<file path="config.mk">
export PLATFORM = sky130hd
export DESIGN_NAME = fifo_ovf
export DESIGN_NICKNAME = d
export VERILOG_FILES = /design/src/rtl/fifo_pkg.sv /design/src/rtl/fifo_ovf_ptr.sv /design/src/rtl/fifo_ovf.sv
export SDC_FILE = /design/constraint.sdc
export NUM_CORES = 1
export LEC_CHECK = 0
export ABC_AREA = 1
export ABC_CLOCK_PERIOD_IN_PS = 2330
export BUFFER_PORTS_ARGS = -buffer_cell sky130_fd_sc_hd__buf_4
export CAP_MARGIN = 10
export CORE_MARGIN = 5
export CORE_UTILIZATION = 30
export DETAILED_ROUTE_END_ITERATION = 6
export PLACE_DENSITY = 0.52
export SYNTH_ARGS = -nofsm -noshare
export SYNTH_HDL_FRONTEND = slang
export SYNTH_HIERARCHICAL = 1
export SYNTH_SLANG_ARGS = --single-unit
</file>
<file path="constraint.sdc">
create_clock -name clk -period 2.33 [get_ports clk]
set_input_delay 0.466 -clock clk [delete_from_list [all_inputs] [get_ports clk]]
set_output_delay 0.466 -clock clk [all_outputs]
set_load 0.01 [all_outputs]
</file>
<file path="src/rtl/fifo_pkg.sv">
// Shared definitions for fifo_ovf: occupancy width helper, full-behaviour
// mode encoding and threshold legality checks.
package fifo_pkg;

    typedef enum logic {
        MODE_DROP      = 1'b0,
        MODE_OVERWRITE = 1'b1
    } mode_e;

    localparam int unsigned AF_THRESH_MIN = 1;
    localparam int unsigned AE_THRESH_MIN = 0;

    function automatic int unsigned occ_w(input int unsigned depth);
        return depth + 1;
    endfunction

    function automatic bit af_thresh_ok(input int unsigned depth, input int unsigned th);
        return (th >= AF_THRESH_MIN) && (th <= (2 ** depth));
    endfunction

    function automatic bit ae_thresh_ok(input int unsigned depth, input int unsigned th);
        return (th >= AE_THRESH_MIN) && (th <= (2 ** depth) - 1);
    endfunction

endpackage

</file>
<file path="src/rtl/fifo_ovf_ptr.sv">
// Pointer pair for fifo_ovf: extra-MSB wrap pointers, occupancy, full/empty
// and next-pointer decisions for drop, overwrite, flush and error events.
module fifo_ovf_ptr
    import fifo_pkg::*;
#(
    parameter int unsigned DEPTH = 5
) (
    input  logic                      i_clk,
    input  logic                      i_rst_n,
    input  logic                      i_flush,
    input  logic                      i_wen,
    input  logic                      i_ren,
    input  logic                      i_mode,
    output logic [DEPTH-1:0]          o_wr_idx,
    output logic [DEPTH-1:0]          o_rd_idx,
    output logic [occ_w(DEPTH)-1:0]   o_occupancy,
    output logic                      o_full,
    output logic                      o_empty,
    output logic                      o_do_write,
    output logic                      o_ovf_evt,
    output logic                      o_udf_evt
);

    logic [DEPTH:0] r_wr_ptr;
    logic [DEPTH:0] r_rd_ptr;
    logic           w_full;
    logic           w_empty;
    logic           w_blocked;
    logic           w_overwrite;
    logic           w_pop;
    logic           w_adv_rd;

    assign w_empty     = (r_wr_ptr == r_rd_ptr);
    assign w_full      = (r_wr_ptr[DEPTH] != r_rd_ptr[DEPTH]) &&
                         (r_wr_ptr[DEPTH-1:0] == r_rd_ptr[DEPTH-1:0]);
    assign w_overwrite = (i_mode == MODE_OVERWRITE);

    // A full FIFO only blocks a write when no pop frees a slot in the same cycle.
    assign w_blocked  = w_full && !i_ren;
    assign w_pop      = !i_flush && i_ren && !w_empty;
    assign o_do_write = !i_flush && i_wen && (!w_blocked || w_overwrite);
    assign w_adv_rd   = w_pop || (o_do_write && w_blocked);
    assign o_ovf_evt  = !i_flush && i_wen && w_blocked;
    assign o_udf_evt  = !i_flush && i_ren && w_empty;

    always_ff @(posedge i_clk or negedge i_rst_n) begin
        if (!i_rst_n) begin
            r_wr_ptr <= '0;
            r_rd_ptr <= '0;
        end else if (i_flush) begin
            r_wr_ptr <= '0;
            r_rd_ptr <= '0;
        end else begin
            if (o_do_write) r_wr_ptr <= r_wr_ptr + 1'b1;
            if (w_adv_rd)   r_rd_ptr <= r_rd_ptr + 1'b1;
        end
    end

    assign o_wr_idx    = r_wr_ptr[DEPTH-1:0];
    assign o_rd_idx    = r_rd_ptr[DEPTH-1:0];
    assign o_occupancy = r_wr_ptr - r_rd_ptr;
    assign o_full      = w_full;
    assign o_empty     = w_empty;

endmodule

</file>
<file path="src/rtl/fifo_ovf.sv">
// Single-clock first-word-fall-through FIFO with drop/overwrite on full,
// flush, almost flags and sticky errors. FIFO_OVF_HWM_EN adds a high-water mark.
module fifo_ovf
    import fifo_pkg::*;
#(
    parameter int unsigned WIDTH     = 8,
    parameter int unsigned DEPTH     = 5,
    parameter int unsigned AF_THRESH = 2 ** DEPTH - 4,
    parameter int unsigned AE_THRESH = 3
) (
    input  logic             clk,
    input  logic             reset,
    input  logic             mode,
    input  logic             flush,
    input  logic             clear_err,
    input  logic             wen,
    input  logic             ren,
    input  logic [WIDTH-1:0] write,
    output logic [WIDTH-1:0] read,
    output logic             empty,
    output logic             full,
    output logic [DEPTH:0]   occupancy,
    output logic             almost_full,
    output logic             almost_empty,
    output logic             overflow,
    output logic             underflow
`ifdef FIFO_OVF_HWM_EN
    ,
    output logic [DEPTH:0]   hwm
`endif
);

    if (!af_thresh_ok(DEPTH, AF_THRESH)) begin : g_bad_af
        $error("fifo_ovf: AF_THRESH out of range 1..2**DEPTH");
    end
    if (!ae_thresh_ok(DEPTH, AE_THRESH)) begin : g_bad_ae
        $error("fifo_ovf: AE_THRESH out of range 0..2**DEPTH-1");
    end

    localparam logic [DEPTH:0] AF_LVL = (DEPTH + 1)'(AF_THRESH);
    localparam logic [DEPTH:0] AE_LVL = (DEPTH + 1)'(AE_THRESH);

    logic [WIDTH-1:0] r_mem [2 ** DEPTH];
    logic [DEPTH-1:0] w_wr_idx;
    logic [DEPTH-1:0] w_rd_idx;
    logic [DEPTH:0]   w_occ;
    logic             w_do_write;
    logic             w_ovf_evt;
    logic             w_udf_evt;
    logic             r_overflow;
    logic             r_underflow;

    fifo_ovf_ptr #(
        .DEPTH (DEPTH)
    ) u_ptr (
        .i_clk       (clk),
        .i_rst_n     (reset),
        .i_flush     (flush),
        .i_wen       (wen),
        .i_ren       (ren),
        .i_mode      (mode),
        .o_wr_idx    (w_wr_idx),
        .o_rd_idx    (w_rd_idx),
        .o_occupancy (w_occ),
        .o_full      (full),
        .o_empty     (empty),
        .o_do_write  (w_do_write),
        .o_ovf_evt   (w_ovf_evt),
        .o_udf_evt   (w_udf_evt)
    );

    always_ff @(posedge clk) begin
        if (w_do_write) r_mem[w_wr_idx] <= write;
    end

    // A new error event in the same cycle as clear_err keeps the flag set.
    always_ff @(posedge clk or negedge reset) begin
        if (!reset) begin
            r_overflow  <= 1'b0;
            r_underflow <= 1'b0;
        end else begin
            r_overflow  <= w_ovf_evt || (r_overflow && !clear_err);
            r_underflow <= w_udf_evt || (r_underflow && !clear_err);
        end
    end

    assign read         = r_mem[w_rd_idx];
    assign occupancy    = w_occ;
    assign almost_full  = (w_occ >= AF_LVL);
    assign almost_empty = (w_occ <= AE_LVL);
    assign overflow     = r_overflow;
    assign underflow    = r_underflow;

`ifdef FIFO_OVF_HWM_EN
    logic [DEPTH:0] r_hwm;

    always_ff @(posedge clk or negedge reset) begin
        if (!reset) begin
            r_hwm <= '0;
        end else if (clear_err) begin
            r_hwm <= '0;
        end else if (w_occ > r_hwm) begin
            r_hwm <= w_occ;
        end
    end

    assign hwm = r_hwm;
`endif

endmodule
</file>
======== Word level (Yosys, flattened, before mapping) ========
Memory sizes are Yosys's and may differ from the RTL's.
Cells that the tools add are included.
storage, ports and cells
  bits of input ports ..................... 15
  register bits after elaboration ......... 14
  word-level logic and storage cells ...... 41
  memory bits (writable) .................. 256
  output and inout port bits .............. 20
  memories kept ........................... 1
cells by class
  reduce and logical (&&, ||, !) cells .... 22
  $lt $le $gt $ge ......................... 2
  equal/unequal tests ..................... 3
  $add $sub $neg .......................... 3
  mux-type cells .......................... 6
memories
  name   words  width  rd ports  clocked after memory_dff  wr ports  line            RTL
  r_mem  32     8      1         0                         1         fifo_ovf.sv:43  logic [WIDTH-1:0] r_mem [2 ** DEPTH];
operator list
  operator                                                                              count
  6-bit 2-to-1 mux                                                                      4
  6-bit by 1-bit adder with 6-bit output (second input constant)                        2
  1-bit logical AND                                                                     11
  6-bit equality test                                                                   1
  6-bit by 5-bit greater-or-equal comparator with 1-bit output (second input constant)  1
  6-bit by 2-bit <= comparator with 1-bit output (second input constant)                1
  6-bit subtractor                                                                      1
  5-bit equality test                                                                   1
  1-bit zero test                                                                       5
  1-bit logical OR                                                                      4
  2-bit nonzero test                                                                    2
  1-bit 2-to-1 mux                                                                      2
  1-bit != test                                                                         1

======== Depth between registers and ports, before layout ========
  depth after elaboration ................. 10
  mapped depth ............................ 12
  gate-level depth less buffers ........... 11

======== By module ========
The synthesis kept the hierarchy.
modules (own cells, without submodules)
  module        area each (µm²)  times used  cells each
  fifo_ovf      10,701.5         1           922
  fifo_ovf_ptr  1,114.8          1           143

======== Least setup slack after synthesis ========
No wires, ideal clock.
  path kind ............................... register to register
  from .................................... register u_ptr.r_wr_ptr[2]
  to ...................................... memory r_mem[11][0], enable pin
  data required time ...................... 1.960 ns
  arrival time ............................ 1.920 ns
  clock period less this slack ............ 2.290 ns
  path buffers ............................ 0
  setup time .............................. 0.370 ns
  cell stages (with the launch flop) ...... 11
  slack ................................... 0.040 ns
  cells stage by stage .................... dfrtp_1 ha_1 nand2_2 inv_2 nand2_4 nor2_8 nand3_2 nand2_4 inv_4 nand3_1 nor2_1
on the way
  cells in the longest elaborated chain, start to end .. 8
RTL lines
  what                                    line                RTL
  start, declared                         fifo_ovf_ptr.sv:24  logic [DEPTH:0] r_wr_ptr;
  start signal, assigned                  fifo_ovf_ptr.sv:54  if (o_do_write) r_wr_ptr <= r_wr_ptr + 1'b1;
  5-bit equality test                     fifo_ovf_ptr.sv:35  (r_wr_ptr[DEPTH-1:0] == r_rd_ptr[DEPTH-1:0]);
  1-bit logical AND                       fifo_ovf_ptr.sv:34  assign w_full = (r_wr_ptr[DEPTH] != r_rd_ptr[DEPTH]) &&
  named net full                          fifo_ovf.sv:21      output logic full,
  1-bit logical AND                       fifo_ovf_ptr.sv:39  assign w_blocked = w_full && !i_ren;
  1-bit zero test                         fifo_ovf_ptr.sv:41  assign o_do_write = !i_flush && i_wen && (!w_blocked || w_overwrite);
  1-bit logical OR                        fifo_ovf_ptr.sv:41
  1-bit logical AND                       fifo_ovf_ptr.sv:41
  named net w_do_write                    fifo_ovf.sv:47      logic w_do_write;
  1-bit 2-to-1 mux                        fifo_ovf.sv:73      if (w_do_write) r_mem[w_wr_idx] <= write;
  1-bit 2-to-1 mux (implied by the code)  fifo_ovf.sv:73
  end, declared                           fifo_ovf.sv:43
The timed path passes the listed nets, and every way through them passes these cells.

======== Final worst setup path ========
  from .................................... register u_ptr.r_rd_ptr[2]
  to ...................................... output port almost_empty
on the way
  cells in the longest elaborated chain, start to end .. 2
RTL lines
  what                                            line                RTL
  start, declared                                 fifo_ovf_ptr.sv:25  logic [DEPTH:0] r_rd_ptr;
  start signal, assigned                          fifo_ovf_ptr.sv:55  if (w_adv_rd) r_rd_ptr <= r_rd_ptr + 1'b1;
  6-bit subtractor                                fifo_ovf_ptr.sv:61  assign o_occupancy = r_wr_ptr - r_rd_ptr;
  6-bit by 2-bit <= comparator with 1-bit output  fifo_ovf.sv:90      assign almost_empty = (w_occ <= AE_LVL);
  end, declared                                   fifo_ovf.sv:24      output logic almost_empty,
Every way passes these cells.

==> results_tabular.tex <==
\begin{tabular}{lr}
\hline
Metric & Value \\
\hline
\multicolumn{2}{l}{\textbf{STA}} \\
Fmax & 361 MHz \\
Relative slew slack & 0.628 \\
Hold Worst Slack & 108 ps \\
Slew at the pin closest to its max-slew limit & 558 ps \\
Final clock period utilization by the worst path & 1.19 \\
Number of slew-limit violations in the final report & 0 \\
Setup-failing EPs final & 17 \\
Setup repair after global routing missed its margin & true \\
Skew final & 26.9 ps \\
Final-report hold violation count & 0 \\
Worst setup margin & -441 ps \\
Post-layout min period & 2770 ps \\
\multicolumn{2}{l}{\textbf{Yosys}} \\
Average cell area after synthesis & 11.1 sq um \\
Fraction of registers with async set/reset & 0.0519 \\
Top cell type's share of synthesized area & 0.651 \\
Syn Inst Count & 1065 \\
Commonest register cell after synthesis & sky130\_fd\_sc\_hd\_\_edfxtp\_1 \\
Synthesized flop and latch total & 270 \\
Cell type with the largest total area after synthesis & sky130\_fd\_sc\_hd\_\_edfxtp\_1 \\
Post-synthesis net count & 1088 \\
Synth warn & 6 \\
Distinct cells, synth & 36 \\
Count of flip-flops with a built-in enable after synthesis & 256 \\
Area of the mapped netlist & 11800 sq um \\
List of most frequent post-synthesis cells & sky130\_fd\_sc\_hd\_\_nand2\_1 (391), sky130\_fd\_sc\_hd\_\_edfxtp\_1 (256), sky130\_fd\_sc\_hd\_\_nand3\_1 (221), sky130\_fd\_sc\_hd\_\_nor2\_1 (39), sky130\_fd\_sc\_hd\_\_inv\_1 (29) \\
Most area-consuming cells after synthesis & sky130\_fd\_sc\_hd\_\_edfxtp\_1 (65\%), sky130\_fd\_sc\_hd\_\_nand2\_1 (12\%), sky130\_fd\_sc\_hd\_\_nand3\_1 (9.4\%), sky130\_fd\_sc\_hd\_\_dfrtp\_1 (3.0\%), sky130\_fd\_sc\_hd\_\_buf\_6 (2.0\%) \\
Leading cell type by number of instances after synthesis & sky130\_fd\_sc\_hd\_\_nand2\_1 \\
Part of the Yosys area used for sequential elements & 0.680 \\
\multicolumn{2}{l}{\textbf{Layout}} \\
Ratio of cells with drive above 1 in the final layout & 0.286 \\
Synth-to-layout area growth & 30.0\% \\
N\_diodes & 0 \\
Total number of nets in the final design & 1172 \\
\multicolumn{2}{l}{\textbf{Floorplan}} \\
Core outline area & 38800 sq um \\
Starting utilization of the core area & 0.304 \\
Die outline height & 208 microns \\
Die W & 208 microns \\
DIE AREA & 43500 sq um \\
Placement row count & 72 \\
I/O pin count & 35 \\
\multicolumn{2}{l}{\textbf{Drt}} \\
Total wire length & 32200 microns \\
Drt first-iter violations & 609 \\
Wire per inst & 19.1 microns \\
Total vias in the final route & 8060 \\
Post-detailed-route DRC marker count & 0 \\
Length of the first detailed-routing pass in iterations & 5 \\
Via-to-Cell Ratio & 4.77 \\
Antenna Nets Post-Route & 0 \\
\multicolumn{2}{l}{\textbf{GRT}} \\
Global-route total usage across every layer & 0.131 \\
Maximum number of pins on one net before global-route repair & 49 \\
Grt ovf & 0 \\
Via count of the first global-routing pass & 7805 \\
Met2 GRT Util & 0.216 \\
Wire length of the first global-routing pass & 45400 microns \\
Peak-usage layer in the global routing report & met2 \\
Grt met3 use & 0.0208 \\
Initial antenna violation count & 0 \\
Met1 routing resource usage after global routing & 0.188 \\
\multicolumn{2}{l}{\textbf{Worst setup path}} \\
Type of destination of the critical path & output port \\
Max FO, Critical Path & 4 \\
Beginning of the worst register-to-register path & u\_ptr/r\_rd\_ptr[1]\$\_DFFE\_PN0P\_ \\
CP Data Required Time & 1860 ps \\
Startpoint class of the critical path & flop \\
Critical path data arrival time & 2310 ps \\
CP Class & reg2out \\
Origin of the worst setup path & u\_ptr/r\_rd\_ptr[2]\$\_DFFE\_PN0P\_ \\
\multicolumn{2}{l}{\textbf{Clock network}} \\
Clock Pin Slew Worst Setup and Hold Paths & 60 ps \\
Buffer depth of the longest clock path & 3 \\
Clock Sinks & 270 \\
Htree depth & 1 \\
Cell at the root of the clock tree & sky130\_fd\_sc\_hd\_\_clkbuf\_16 \\
CTS buffer count & 29 \\
Clock tree from TritonCTS & built \\
Clock latency on the worst-skew pair & 560 ps \\
\multicolumn{2}{l}{\textbf{Power}} \\
Power density normalized to cell area & 1090 nW/um\^{}2 \\
Maximum resistive drop on vdd & 1040 uV \\
Leakage Power & 5.75 nW \\
\multicolumn{2}{l}{\textbf{Place}} \\
Post-detailed-placement half-perimeter wirelength & 17600 microns \\
Placer Congestion & 0.769 \\
Placement Setup Slack & -261 ps \\
Input/output buffers & 34 \\
\multicolumn{2}{l}{\textbf{Run status}} \\
Outcome & complete, but fails checks \\
Violated checks & negative setup slack \\
\multicolumn{2}{l}{\textbf{Hold path}} \\
Classification of the worst-slack hold path & in2reg \\
Hold wc startpoint & clear\_err \\
\multicolumn{2}{l}{\textbf{Flow run}} \\
Max-cap check violation count & 0 \\
\hline
\end{tabular}
report_power, final:
group | leakage [nW] | switching (W) | internal [W]
clock network | 0.482 | 0.00186 | 0.00295
registers | 2.49 | 0.0000350 | 0.00537
logic | 2.78 | 0.00381 | 0.00278
total | 5.75 | 0.00570 | 0.0111
repair_timing:
action | CTS | global route
setup endpoints to repair | 249 | 216
buffers inserted | 4 | 4
resized for setup | 78 | 179
pin swaps | 8 | 46
cloned | 3 | 22
hold buffers | 1 | 0
endpoints found under the hold margin | 14 | 0
kinds of logic (layout without fill, tap and decap cells):
group / count (synthesis) / count (layout) / share of synthesized area
AO/OA/AOI/OAI: 10 / 10 / 0.00625
XOR/XNOR: 9 / 9 / 0.00667
adder cells (fa/ha/maj): 8 / 8 / 0.00911
buffers and inverters: 97 / 203 / 0.0516
flip-flops: 270 / 270 / 0.680
AND/OR/NAND/NOR: 671 / 671 / 0.246
state kept, by name (all words and copies together), names as in the netlist:
name and flops:
r_mem 256, u_ptr/r_wr_ptr 6, overflow 1, u_ptr/r_rd_ptr 6
underflow 1
metal layers:
metal  vias up  wire length, microns
met3        41                  1840
met2       209                 15200
met4         0                   531
met5         -                     0
li1       3830                     -
met1      3980                 14600
cell usage in the layout (no fill, tap or decap), types with 2 or more instances in the layout:
| master | count |
|---|---|
| sky130_fd_sc_hd__nand2_1 | 341 |
| sky130_fd_sc_hd__edfxtp_1 | 256 |
| sky130_fd_sc_hd__nand3_1 | 162 |
| sky130_fd_sc_hd__nand3_2 | 59 |
| sky130_fd_sc_hd__buf_4 | 55 |
| sky130_fd_sc_hd__nand2_2 | 46 |
| sky130_fd_sc_hd__clkbuf_16 | 42 |
| sky130_fd_sc_hd__nor2_4 | 30 |
| sky130_fd_sc_hd__inv_1 | 25 |
| sky130_fd_sc_hd__buf_12 | 19 |
| sky130_fd_sc_hd__buf_6 | 18 |
| sky130_fd_sc_hd__nand2_4 | 11 |
| sky130_fd_sc_hd__dfrtp_1 | 11 |
| sky130_fd_sc_hd__nor2_1 | 10 |
| sky130_fd_sc_hd__clkbuf_1 | 9 |
| sky130_fd_sc_hd__bufinv_16 | 6 |
| sky130_fd_sc_hd__clkinv_2 | 5 |
| sky130_fd_sc_hd__buf_16 | 5 |
| sky130_fd_sc_hd__inv_2 | 5 |
| sky130_fd_sc_hd__buf_8 | 4 |
| sky130_fd_sc_hd__xor2_1 | 4 |
| sky130_fd_sc_hd__ha_4 | 4 |
| sky130_fd_sc_hd__clkinv_1 | 3 |
| sky130_fd_sc_hd__ha_1 | 3 |
| sky130_fd_sc_hd__clkinv_16 | 2 |
| sky130_fd_sc_hd__inv_6 | 2 |
| sky130_fd_sc_hd__nand3_4 | 2 |
| sky130_fd_sc_hd__o21bai_1 | 2 |
| sky130_fd_sc_hd__nand4_1 | 2 |
| sky130_fd_sc_hd__a21oi_2 | 2 |
| sky130_fd_sc_hd__xor2_2 | 2 |
| sky130_fd_sc_hd__xnor2_2 | 2 |
| sky130_fd_sc_hd__nor3b_1 | 2 |
| sky130_fd_sc_hd__dfrtp_2 | 2 |
critical path, cell delays in order, from the launching register on:
cell and delay, ps:
sky130_fd_sc_hd__dfrtp_2 440, sky130_fd_sc_hd__inv_2 70, sky130_fd_sc_hd__ha_4 200, sky130_fd_sc_hd__buf_6 130, sky130_fd_sc_hd__a21o_1 170, sky130_fd_sc_hd__nand2_1 70, sky130_fd_sc_hd__nand3_2 90, sky130_fd_sc_hd__xor2_2 180
sky130_fd_sc_hd__nor4_1 270, sky130_fd_sc_hd__buf_4 170
area by class of cell:
cell class | count | area (sq um)
Fill cell | 3664 | 23500
Sequential cell | 270 | 8040
Multi-Input combinational cell | 698 | 3960
Timing Repair Buffer | 115 | 1530
Clock buffer | 38 | 759
Tap cell | 518 | 648
Clock inverter | 15 | 225
Inverter | 34 | 165
Timing Repair inverter | 1 | 30.0
metrics by stage:
stage               power [W]  setup TNS (ps)  area, sq um  utilization  std cells
floorplan             0.00848               0        11800            -       1065
global placement       0.0100          -27910        12700        0.328       1604
detailed placement     0.0101          -41440        12700        0.328       1604
CTS                    0.0153           -5640        14200        0.365       1665
global route           0.0176           -6710        15400        0.396       1689
finish                 0.0168           -5010        15400        0.396       1689
final timing paths:
path | slack [ps] | depth (start not counted) | end
worst max-delay path | -440 | 9 | almost_empty
worst min-delay path | 110 | 2 | underflow$_DFF_PN0_
worst max register to register | 90 | 13 | r_mem[12][2]$_DFFE_PP_
worst min register to register | 530 | 2 | underflow$_DFF_PN0_
max in group asynchronous | 1810 | 2 | u_ptr/r_rd_ptr[0]$_DFFE_PN0P_
min in group asynchronous | 310 | 2 | overflow$_DFF_PN0_
Note: power is estimated with default switching activity, not from simulation.
